### src/rtl/osmlgd_frame_loader.sv
// osmlgd_frame_loader
// Assembles a stream of WORD_W-bit words into DATA_W-bit frames held in two
// ping-pong buffers, then launches each complete frame into the OSMLGD decoder
// with a one-cycle work pulse. tx is held stable until the decoder reports
// valid. The next frame fills while the current one is being decoded.
module osmlgd_frame_loader #(
    parameter int DATA_W = 256,
    parameter int WORD_W = 32
) (
    input  logic              clk,
    input  logic              rst,
    input  logic [WORD_W-1:0] in_data,
    input  logic              in_valid,
    output logic              in_ready,
    input  logic              free,
    input  logic              dec_valid,
    output logic [DATA_W-1:0] tx,
    output logic              work,
    output logic [15:0]       frames_launched
);

    localparam int NWORDS = DATA_W / WORD_W;
    localparam int IDX_W  = (NWORDS > 1) ? $clog2(NWORDS) : 1;
    localparam logic [IDX_W-1:0] LAST_IDX = IDX_W'(NWORDS - 1);

    typedef enum logic [1:0] {
        L_IDLE,
        L_WAIT,
        L_HOLD
    } lstate_t;

    lstate_t           state, state_next;
    logic [DATA_W-1:0] frame_buf [2];
    logic [1:0]        full, full_next;
    logic              fill_ptr, fill_ptr_next;
    // Buffer owned by the launch side. Frames fill alternately, so the
    // oldest full buffer is always the one this pointer names.
    logic              launch_ptr;
    logic [IDX_W-1:0]  word_idx;
    logic              accept;
    logic              frame_done;
    logic              release_buf;

    assign accept     = in_valid && in_ready;
    assign frame_done = accept && (word_idx == LAST_IDX);

    // Launch FSM next state, work pulse and buffer occupancy updates.
    always_comb begin
        // NOTE: every output of this block gets a default first, so no path
        // leaves a value unassigned and no latch is inferred.
        state_next    = state;
        work          = 1'b0;
        release_buf   = 1'b0;
        full_next     = full;
        fill_ptr_next = fill_ptr;

        if (frame_done) begin
            full_next[fill_ptr] = 1'b1;
            fill_ptr_next       = !fill_ptr;
        end

        case (state)
            L_IDLE: begin
                if (full[launch_ptr]) state_next = L_WAIT;
            end
            L_WAIT: begin
                // work is combinational so it follows free in the same cycle
                // and drops the instant reset forces the FSM back to idle.
                if (free) begin
                    work       = 1'b1;
                    state_next = L_HOLD;
                end
            end
            L_HOLD: begin
                if (dec_valid) begin
                    release_buf = 1'b1;
                    state_next  = L_IDLE;
                end
            end
            default: state_next = L_IDLE;
        endcase

        // The released buffer is full, the filling one is not, so these two
        // updates never touch the same entry.
        if (release_buf) full_next[launch_ptr] = 1'b0;
    end

    // Control state, handshake, launch register and counter.
    always_ff @(posedge clk or negedge rst) begin
        // NOTE: sequential state uses non-blocking assignments so every
        // register samples the values from before this edge.
        if (!rst) begin
            state           <= L_IDLE;
            full            <= 2'b00;
            fill_ptr        <= 1'b0;
            launch_ptr      <= 1'b0;
            word_idx        <= '0;
            in_ready        <= 1'b0;
            tx              <= '0;
            frames_launched <= 16'd0;
        end else begin
            state    <= state_next;
            full     <= full_next;
            fill_ptr <= fill_ptr_next;
            in_ready <= !full_next[fill_ptr_next];

            if (accept) word_idx <= frame_done ? '0 : word_idx + IDX_W'(1);
            if (release_buf) launch_ptr <= !launch_ptr;
            if (state == L_IDLE && full[launch_ptr]) tx <= frame_buf[launch_ptr];
            if (work) frames_launched <= frames_launched + 16'd1;
        end
    end

    // Frame storage: each accepted word lands in its slot of the fill buffer.
    always_ff @(posedge clk) begin
        // NOTE: the data array has no reset; the full flags alone say whether
        // a buffer holds a frame, so stale contents are never observed.
        if (accept) frame_buf[fill_ptr][WORD_W*word_idx +: WORD_W] <= in_data;
    end

endmodule

### config.mk
export PLATFORM = sky130hd
export DESIGN_NAME = osmlgd_frame_loader
export DESIGN_NICKNAME = d
export VERILOG_FILES = /design/src/rtl/osmlgd_frame_loader.sv
export SDC_FILE = /design/constraint.sdc
export NUM_CORES = 1
export LEC_CHECK = 0
export ABC_AREA = 1
export BUFFER_PORTS_ARGS = -buffer_cell sky130_fd_sc_hd__buf_4
export CORE_ASPECT_RATIO = 2
export CORE_MARGIN = 2
export CORE_UTILIZATION = 40
export DETAILED_ROUTE_END_ITERATION = 8
export PLACE_DENSITY = 0.63
export SLEW_MARGIN = 25
export SYNTH_ARGS = -nofsm -noshare
export SYNTH_HDL_FRONTEND = slang
export SYNTH_SLANG_ARGS = --single-unit
### constraint.sdc
create_clock -name clk -period 5.6 [get_ports clk]
set_input_delay 0.84 -clock clk [delete_from_list [all_inputs] [get_ports clk]]
set_output_delay 0.84 -clock clk [all_outputs]
set_load 0.01 [all_outputs]
# After elaboration in Yosys (flattened, before gate mapping)
# Memories as Yosys holds them, arrays and structs flattened. A register that Yosys moved wholly into a read port is not among the register bits.
# Index checks and enable logic that the tools add are counted.
dict set report totals {
  regBits 26
  ram_bits 512
  output_inout_bits 274
  wordCells 60
  memories 1
}
# name depth width read_ports rd_clocked_by_memory_dff wr line
set mem_list {}
lappend mem_list {frame_buf 2 256 1 1 1 33} ;# logic [DATA_W-1:0] frame_buf [2];
dict set report classes {
  addsub 3
  magnitude_cmp 5
  n_eq_ne 6
  shifts 2
  mux 22
  n_bitwise 3
  reduce_logical 11
}
# cell n
set op_table {}
lappend op_table {{$mux 256} 1}
lappend op_table {{$shift 32x34->256 const A} 1}
lappend op_table {{$shiftx 32x34->256} 1}
lappend op_table {{$neg 8->34} 1}
lappend op_table {{$add 16x1->16 const B} 1}
lappend op_table {{$mux 1} 12}
lappend op_table {{$mux 2} 5}
lappend op_table {{$lt 1x2->1 const B} 3}
lappend op_table {{$ne 2x2->1 const B} 3}
lappend op_table {{$pmux 2 s3} 1}
lappend op_table {{$logic_and 1x1->1} 5}
lappend op_table {{$logic_not 1->1} 4}
lappend op_table {{$add 3x1->3 const B} 1}
lappend op_table {{$eq 3x3->1 const B} 1}
lappend op_table {{$mux 3} 1}
lappend op_table {{$reduce_and 3->1} 1}
lappend op_table {{$and 2x2->2} 1}
lappend op_table {{$demux 1 s1} 2}
lappend op_table {{$eq 2x1->1 const B} 1}
lappend op_table {{$eq 2x2->1 const B} 1}
lappend op_table {{$ge 1x1->1 const B} 2}
lappend op_table {{$logic_not 2->1} 1}
lappend op_table {{$not 2->2} 1}
lappend op_table {{$or 2x2->2} 1}

# Longest topological paths before layout
# Gate-level depths: netlist (run 1).
dict set report depth {
  depth_word 11
  depth_mapped 10
}

# Worst setup path after synthesis (run 1)
# OpenSTA, ideal clock, no wires.
dict set report synth_path {
  path_kind {reg2reg}
  startpoint {register word_idx[0]}
  endpoint {memory frame_buf[0][128], enable pin}
  arrival_ns 3.898
  required_ns 5.139
  slack_ns 1.241
  stages_incl_launch_ff 10
  n_path_buf 2
  cell_sequence {dfrtp_1 -> buf_2 -> inv_2 -> ha_1 -> ha_1 -> clkbuf_1 -> nand2_2 -> nor2_2 -> nand2_1 -> nor3_1}
}
dict set report synth_via {
  elab_chain_len 3
}
# element line
set synth_rtl {}
lappend synth_rtl {{from (decl)} 39} ;# logic [IDX_W-1:0] word_idx;
lappend synth_rtl {{from (signal assigned)} 107} ;# if (accept) word_idx <= frame_done ? '0 : word_idx + IDX_W'(1);
lappend synth_rtl {{$neg 8->34} 118} ;# if (accept) frame_buf[fill_ptr][WORD_W*word_idx +: WORD_W] <= in_data;
lappend synth_rtl {{$shift 32x34->256} 118}
lappend synth_rtl {{$mux 256 (not written as such)} 118}
lappend synth_rtl {{to (decl)} 33}
# No other way between the ends.

# Worst setup path after layout (run 1)
dict set report layout_path {
  startpoint {register word_idx[0]}
  endpoint {memory frame_buf[1][79], enable pin}
}
# Same word-level chain as after synthesis.

==> results of run 1 <==
## layout make-up
class | count | area share [%]
sequential | 794 | 60.8
multi-input combinational | 1504 | 20.6
timing repair buffer | 346 | 7.39
clock buffer | 100 | 5.72
tap | 1022 | 3.47
clock inverter | 32 | 1.14
inverter | 76 | 0.807
## state kept, by name, summed over array words and instances (netlist names)
name	count
fill_ptr	1
word_idx	3
state	2
in_ready	1
frame_buf	512
launch_ptr	1
full	2
tx	256
frames_launched	16
## Yosys cell counts (all sizes together), types with 4 or more instances
master / instances / area [sq um]
nor2: 298 / 1120
o21ai: 8 / 40.0
buf: 70 / 438
clkbuf: 86 / 324
xor2: 7 / 61.3
dfrtp: 282 / 7060
nand3: 73 / 380
xnor2: 5 / 43.8
edfxtp: 512 / 15400
nor3: 7 / 35.0
ha: 7 / 87.6
nand2: 581 / 2180
o211ai: 256 / 1920
nand4: 4 / 25.0
or2: 256 / 1600
inv: 75 / 282
## per-stage QoR
step | setup WS, ns | utilization (%) | instance area (sq um)
5_1_grt | 1.16 | 47.9 | 36900
3_3_place_gp | 1.49 | 44.5 | 34200
4_1_cts | 1.38 | 47.8 | 36800
3_5_place_dp | 1.40 | 44.5 | 34200
2_1_floorplan | 1.24 | - | 31000
6_report | 1.36 | 47.9 | 36900
## power by group
group / total [uW] / internal [uW] / leakage [uW] / switching [uW]
Clock: 5290 / 3080 / 0.00124 / 2210
Sequential: 8520 / 7720 / 0.00819 / 801
Combinational: 7650 / 2610 / 0.00568 / 5040
Total: 21500 / 13400 / 0.0151 / 8050
## worst reg2reg max path: cells and delay by family (launching register included)
| family | cells | cell delay (ns) |
|---|---|---|
| adder cells (fa/ha/maj) | 2 | 0.53 |
| buffers and inverters | 4 | 1.36 |
| flip-flops | 1 | 0.32 |
| AND/OR/NAND/NOR | 3 | 1.60 |
## how the worst min path moves through the flow
stage / from / to / depth (start not counted)
after floorplan: state[1] / state[0] / 1
after global placement: frame_buf[0][248] / tx[248] / 2
after detailed placement: tx[193] / tx[193] / 2
after CTS: rst / tx[143] / 1
after global routing: rst / tx[143] / 1
final: rst / tx[143] / 1
## layer usage
layer / track usage [%] / vias to the layer above / wire length [microns]
met5: 0 / - / 0
met4: 9.64 / 0 / 3700
met3: 3.12 / 137 / 5520
met2: 36.7 / 778 / 43000
met1: 27.7 / 10100 / 35000
li1: - / 9153 / -
## logic make-up after synthesis
family | synth area share, %
AND/OR/NAND/NOR | 17.2
flip-flops | 72.4
AO/OA/AOI/OAI | 6.38
buffers and inverters | 3.38
XOR/XNOR | 0.339
adder cells (fa/ha/maj) | 0.283
==> results_dict.tcl, run 1 <==
set metrics [dict create \
    clock_latency_ns 0.64 \
    ys_seq_elements 794 \
    cp_max_fo 46 \
    crit_slowest_cell "nor2_4" \
    cts_buffers 71 \
    post_synth_num_cell_types 28 \
    timing.final.crit_share_pct 75.7 \
    crit_arrival_ns 4.48 \
    ant_nets 0 \
    syn_area_per_cell_sq_um 12.3 \
    worstPathCellList "buf_4 -> inv_2 -> ha_2 -> ha_1 -> buf_4 -> nand2_2 -> inv_1 -> nand3_1 -> nor2_4" \
    path_common_cell "buf_4" \
    drive_gt1_share_pct 25.8 \
    cp-end-kind "flop" \
    die_w_microns 201 \
    h-tree-depth 3 \
    rows 144 \
    yosys_warnings 0 \
    relSlewSlack_pct 29.5 \
    die_area_sq_mm 0.0799 \
    grt_pass1_vias 20400 \
    hold_buffers 0 \
    coreArea_sq_mm 0.0769 \
    path_class "flop to flop" \
    drt_iter0_drc 1727 \
    placedCellCount 3737 \
    start_util_pct 40.3 \
    layout.cells.non_filler 3874 \
    required_ns 5.84 \
    cts.clk_slew.worst_paths_ns 0.07 \
    grt_use_total_pct 21.6 \
    layout.nets 2837 \
    dr_total_vias 20200 \
    design_power_total_uw 21500 \
    cts-root-buf "clkbuf_16" \
    grt_max_degree 154 \
    drv_slew 0 \
    p_leak_uw 0.0151 \
    die_h_microns 398 \
    final_common_cell "nand2_1" \
    port_buffers 310 \
    drc_errors 0 \
    diodes 0 \
    setup.worst_path.start "word_idx[0]" \
    layout_common_cells "nand2_1 (580), edfxtp_1 (512), buf_4 (336)" \
    grt_pass1_wl_mm 129 \
    viasPerCell 5.21 \
    cts_max_path_buffers 3 \
    hold_path_class "primary input to asynchronous set/reset pin" \
    synth_seq_area_share_pct 72.4 \
    routed_wl_mm 87.2 \
    fin_crit_ns 4.24 \
    rsz0062_at_grt "no" \
    drv_cap 0 \
    critPathLaunchType "flop" \
    postSynthCellCount 2530 \
    path_depth 9 \
    reg2reg_depth 9 \
    p_per_area_mw_per_mm2 582 \
    areaGrowthSynthToFinish_pct 19.0 \
    fin_setup_tns_ns 0 \
    fmax_mhz 236 \
    grt-ovfl-total 0 \
    cts.sinks 794 \
    async_flop_share_pct 35.5 \
    r2r_setup_slack_ns 1.36 \
    cpLargestDelayFamily "simple AND/OR/NAND/NOR gates" \
    synth.cell_area_sq_mm 0.0310 \
    io_pins 311 \
    cts_tree "built" \
    multiInputGateArea_sq_mm 0.00761 \
    timing.rr.start "word_idx[0]" \
    register_area_sq_mm 0.0224 \
    crit_buf_inv 4 \
    hold_viol 0 \
    synth-edff-count 512 \
    whs_ns 0.230 \
    synth-main-ff-cell "edfxtp_1" \
    r2r_end "frame_buf[1][79]" \
    tightest_slew_ns 1.05 \
    syn_nets 2574 \
    ctsResizeCount 0 \
    ir_drop_mv 0.409 \
    post_cts_buffers 0 \
    setup_viol 0 \
    post_drt_wl_per_cell_microns 22.5 \
    fin_worst_skew_ns 0.0219 \
    slowest_delay_ns 0.83 \
    n_fill_cell 6894 \
    gp_congestion 0.879 \
    dp_hpwl_mm 57.5 \
    status "complete, no violations" \
    firstDrtPassIters 5 \
    antenna_found_initial 0 \
    endpoint "frame_buf[1][79]" \
]
No activity file was read; power rests on OpenSTA's default activity.
==> inputs of run 2 (changes only) <==
--- a/config.mk
+++ b/config.mk
@@ -11,7 +11,7 @@
 export CORE_MARGIN = 2
 export CORE_UTILIZATION = 40
 export DETAILED_ROUTE_END_ITERATION = 8
-export PLACE_DENSITY = 0.63
+export PLACE_DENSITY = 0.65
 export SLEW_MARGIN = 25
 export SYNTH_ARGS = -nofsm -noshare
 export SYNTH_HDL_FRONTEND = slang
==> constraint.sdc (replaced) <==
create_clock -name clk -period 3.5 [get_ports clk]
set_input_delay 0.525 -clock clk [delete_from_list [all_inputs] [get_ports clk]]
set_output_delay 0.525 -clock clk [all_outputs]
set_load 0.01 [all_outputs]
==> results_dict.tcl, run 2 (synthesized netlist as in run 1, its figures left out) <==
set metrics [dict create \
    clkPwrFrac_pct 23.7 \
    cp_max_fo 33 \
    rows 144 \
    p_per_area_mw_per_mm2 926 \
    r2r_end "frame_buf[0][4]" \
    pre_cts_slack_ns 0.903 \
    ctsResizeCount 0 \
    dr_total_vias 20100 \
    tightest_slew_ns 0.833 \
    p_leak_uw 0.0151 \
    grt_max_degree 129 \
    dp_hpwl_mm 58.5 \
    path_depth 8 \
    cp-end-kind "flop" \
    io_pins 311 \
    cts_tree "built" \
    ant_nets 0 \
    grt_pass1_wl_mm 130 \
    slowest_delay_ns 0.41 \
    port_buffers 310 \
    cts.sinks 794 \
    p_sw_share_pct 38.1 \
    layout.nets 2852 \
    endpoint "frame_buf[0][4]" \
    fin_setup_tns_ns 0 \
    cts-root-buf "clkbuf_16" \
    drc_errors 0 \
    gp_congestion 0.843 \
    routed_wl_mm 87.2 \
    crit_slowest_cell "dfrtp_1" \
    start_util_pct 40.3 \
    die_h_microns 398 \
    fin_worst_skew_ns 0.0250 \
    post_drt_wl_per_cell_microns 22.4 \
    crit_arrival_ns 2.89 \
    r2r_setup_slack_ns 0.92 \
    drt_iter0_drc 1548 \
    timing.final.crit_share_pct 73.7 \
    n_fill_cell 6813 \
    clock_latency_ns 0.65 \
    design_power_total_uw 34200 \
    seq_power_share_pct 39.6 \
    p_sw_uw 13000 \
    final_common_cell "nand2_1" \
    hold_path_class "primary input to flop" \
    cts_buffers 72 \
    antenna_found_initial 0 \
    required_ns 3.81 \
    critPathLaunchType "flop" \
    cts.clk_slew.worst_paths_ns 0.06 \
    fin_crit_ns 2.58 \
    largest_register_ffs 512 \
    comb_power_share_pct 36.7 \
    drv_cap 0 \
    drive_gt1_share_pct 26.3 \
    reg2reg_depth 8 \
    path_class "flop to flop" \
    p_int_uw 21200 \
    coreArea_sq_mm 0.0769 \
    worstPathCellList "inv_1 -> ha_2 -> ha_1 -> nor2_1 -> nand3_2 -> buf_4 -> nor3_4 -> buf_4" \
    crit_buf_inv 3 \
    fmax_mhz 388 \
    hold_viol 0 \
    status "complete, no violations" \
    ir_drop_mv 0.853 \
    grt_pass1_vias 20500 \
    relSlewSlack_pct 44.5 \
    die_area_sq_mm 0.0799 \
    viasPerCell 5.17 \
    timing.rr.start "word_idx[1]" \
    grt-ovfl-total 0 \
    final_area_sq_mm 0.0370 \
    cpLargestDelayFamily "buffers and inverters" \
    drv_slew 0 \
    layout_common_cells "nand2_1 (580), edfxtp_1 (512), buf_4 (345)" \
    firstDrtPassIters 5 \
    cts_max_path_buffers 3 \
    rsz0062_at_grt "no" \
    grt_use_total_pct 21.8 \
    setup_slack_ns 0.919 \
    place_area_sq_mm 0.0345 \
    h-tree-depth 3 \
    setup_viol 0 \
    postLayoutCoreUtil_pct 48.0 \
    areaGrowthSynthToFinish_pct 19.3 \
    top_register "frame_buf" \
    setup.worst_path.start "word_idx[1]" \
    die_w_microns 201 \
    reg.largest.list "frame_buf (512), tx (256), frames_launched (16)" \
    path_common_cell "buf_4" \
]
## run 2: changes by cell type in the layout (fill, tap and decap cells not counted), sizes merged
cell,delta
dlygate4sd3,+1
clkbuf,-5
clkinvlp,+5
clkinv,+1
bufinv,-4
buf,+13
diode,+1
inv,+4
## run 2: power groups by stage
| stage | Sequential (uW) | Combinational [uW] | Clock (uW) |
|---|---|---|---|
| 3_3_place_gp | 13700 | 12400 | 0 |
| 3_5_place_dp | 13700 | 12700 | 0 |
| 6_report | 13600 | 12600 | 8120 |
| 5_1_grt | 13800 | 13700 | 8610 |
| 2_1_floorplan | 14100 | 6630 | 0 |
| 4_1_cts | 13600 | 12800 | 8280 |
## run 2: layer usage
layer,share of wire (%),global-route usage [%]
met5,0,0
met4,4.1,9.99
met3,6.7,3.24
met2,50,37.0
met1,39,27.7
## run 2: final cells by class
| cell class | instances | area [sq um] | area share, % |
|---|---|---|---|
| Sequential cell | 794 | 22400 | 60.7 |
| Multi-Input combinational cell | 1504 | 7660 | 20.7 |
| Timing Repair Buffer | 360 | 2870 | 7.76 |
| Clock buffer | 95 | 2010 | 5.45 |
| Tap cell | 1022 | 1280 | 3.46 |
| Clock inverter | 38 | 412 | 1.11 |
| Inverter | 76 | 298 | 0.806 |
| Antenna cell | 1 | 2.50 | 0.00677 |
## run 2: worst min-delay path by stage
stage / end / slack, ns / start / cells after the start
floorplan: fill_ptr / 0.23 / rst / 0
global placement: tx[9] / 0.46 / frame_buf[0][9] / 2
detailed placement: tx[36] / 0.46 / frame_buf[0][36] / 2
CTS: state[0] / 0.02 / free / 2
global route: state[0] / 0.05 / free / 2
finish: state[0] / 0.06 / free / 2
## run 2: repair_timing
action / 4_1_cts / 5_1_grt
setup buffers: 0 / 0
hold endpoints to repair: 60 / 0
setup endpoints to repair: 0 / 0
hold buffers: 1 / 0
## run 2: stage by stage
| stage | instances | hold slack [ns] |
|---|---|---|
| global placement | 3755 | 0.463 |
| detailed placement | 3755 | 0.464 |
| global route | 3889 | 0.0470 |
| finish | 3890 | 0.0635 |
| CTS | 3889 | 0.0183 |
| floorplan | 2530 | 0.229 |
==> inputs of run 3 (changes only) <==
--- a/config.mk
+++ b/config.mk
@@ -11,7 +11,7 @@
 export CORE_MARGIN = 2
 export CORE_UTILIZATION = 40
 export DETAILED_ROUTE_END_ITERATION = 8
-export PLACE_DENSITY = 0.65
+export PLACE_DENSITY = 0.63
 export SLEW_MARGIN = 25
 export SYNTH_ARGS = -nofsm -noshare
 export SYNTH_HDL_FRONTEND = slang
==> constraint.sdc (replaced) <==
create_clock -name clk -period 2.45 [get_ports clk]
set_input_delay 0.3675 -clock clk [delete_from_list [all_inputs] [get_ports clk]]
set_output_delay 0.3675 -clock clk [all_outputs]
set_load 0.01 [all_outputs]
==> results_dict.tcl, run 3 (synthesized netlist as in run 1, its figures left out) <==
set metrics [dict create \
    layout.nets 2883 \
    grt_pass1_vias 20500 \
    cts_buffers 68 \
    critPathLaunchType "flop" \
    reg.largest.list "frame_buf (512), tx (256), frames_launched (16)" \
    areaGrowthSynthToFinish_pct 20.9 \
    die_area_sq_mm 0.0799 \
    relSlewSlack_pct 32.5 \
    timing.rr.start "word_idx[1]" \
    routed_wl_mm 87.7 \
    drv_slew 0 \
    coreArea_sq_mm 0.0769 \
    timing.final.crit_share_pct 90.2 \
    required_ns 2.77 \
    largest_register_ffs 512 \
    ir_drop_mv 0.886 \
    setup_viol 0 \
    grt-ovfl-total 0 \
    gp_congestion 0.818 \
    grt_use_total_pct 21.9 \
    clock_latency_ns 0.63 \
    ctsResizeCount 0 \
    slowest_delay_ns 0.41 \
    place_area_sq_mm 0.0351 \
    rows 144 \
    fin_worst_skew_ns 0.0156 \
    start_util_pct 40.3 \
    die_h_microns 398 \
    viasPerCell 5.13 \
    post_cts_buffers 0 \
    crit_slowest_cell "dfrtp_1" \
    fin_setup_tns_ns 0 \
    path_class "flop to flop" \
    drive_gt1_share_pct 26.6 \
    tightest_slew_ns 1.01 \
    hold_path_class "primary input to flop" \
    cpLargestDelayFamily "buffers and inverters" \
    reg2reg_depth 8 \
    dr_total_vias 20100 \
    r2r_end "frame_buf[0][209]" \
    path_common_cell "ha_4" \
    min_path_cells 3 \
    drv_cap 0 \
    hold_end "frame_buf[0][199]" \
    design_power_total_uw 49300 \
    setup_slack_ns 0.241 \
    status "complete, no violations" \
    cts_max_path_buffers 3 \
    port_buffers 310 \
    hold_viol 0 \
    post_drt_wl_per_cell_microns 22.4 \
    ant_nets 0 \
    p_leak_uw 0.0154 \
    cts.clk_slew.worst_paths_ns 0.07 \
    rsz0062_at_grt "no" \
    p_per_area_mw_per_mm2 1320 \
    r2r_setup_slack_ns 0.24 \
    pre_cts_slack_ns 0.267 \
    firstDrtPassIters 5 \
    top_register "frame_buf" \
    cts-root-buf "clkbuf_16" \
    hp-start "in_data[7]" \
    final_area_sq_mm 0.0375 \
    grt_max_degree 187 \
    layout_common_cells "nand2_1 (579), edfxtp_1 (512), buf_4 (356)" \
    drt_iter0_drc 1642 \
    fmax_mhz 453 \
    cts.sinks 794 \
    antenna_found_initial 3 \
    crit_arrival_ns 2.53 \
    worstPathCellList "inv_1 -> ha_4 -> ha_4 -> nor2_1 -> buf_4 -> nand3_1 -> nor2_4 -> buf_12" \
    cts_tree "built" \
    h-tree-depth 3 \
    final_common_cell "nand2_1" \
    cp_max_fo 24 \
    grt_pass1_wl_mm 131 \
    cp-end-kind "flop" \
    die_w_microns 201 \
    crit_buf_inv 3 \
    whs_ns 0.195 \
    io_pins 311 \
    drc_errors 0 \
    dp_hpwl_mm 59.7 \
    fin_crit_ns 2.21 \
]
## run 3: repair_timing
| item | CTS | global route |
|---|---|---|
| hold endpoints to repair | 65 | 0 |
| hold buffers | 3 | 0 |
| setup endpoints to repair | 0 | 0 |
## run 3: tightest hold or removal path, cell delays in order
cell and delay, ns:
buf_4 0.13, nand3_1 0.10, nor2_1 0.06
## run 3: metal layers
layer	vias to the layer above	track usage [%]	part of all wire, %
met1	9998	27.4	39
met2	733	37.7	51
met3	133	3.98	6.6
li1	9250	-	-
met5	-	0	0.010
met4	2	8.78	3.3
## run 3: cell type report
type	count	area (sq um)
Fill cell	6771	39500
Sequential cell	794	22400
Multi-Input combinational cell	1504	7730
Timing Repair Buffer	395	3420
Clock buffer	99	2030
Tap cell	1022	1280
Inverter	76	303
Clock inverter	25	251
Antenna cell	3	7.51
## run 3: how the worst max path moves through the flow
stage	to	cells after the start	slack, ns	start
after global placement	frame_buf[0][252]	9	0.33	word_idx[1]
final	frame_buf[0][209]	8	0.24	word_idx[1]
after global routing	frame_buf[0][53]	7	0.13	word_idx[1]
after CTS	work	4	0.21	state[1]
after floorplan	frame_buf[1][128]	9	-0.21	word_idx[0]
after detailed placement	frame_buf[0][58]	7	0.27	word_idx[1]
## run 3: power breakdown
group          leakage (uW)  switching (uW)  internal [uW]
combinational       0.00605           12000           6870
clock               0.00111            4810           6300
sequential          0.00819            1630          17700
total                0.0154           18500          30800
## run 3: through the flow
stage / utilization, % / cells
floorplan: - / 2530
global placement: 45.7 / 3788
global route: 48.7 / 3915
finish: 48.7 / 3918
CTS: 48.7 / 3915
detailed placement: 45.7 / 3788
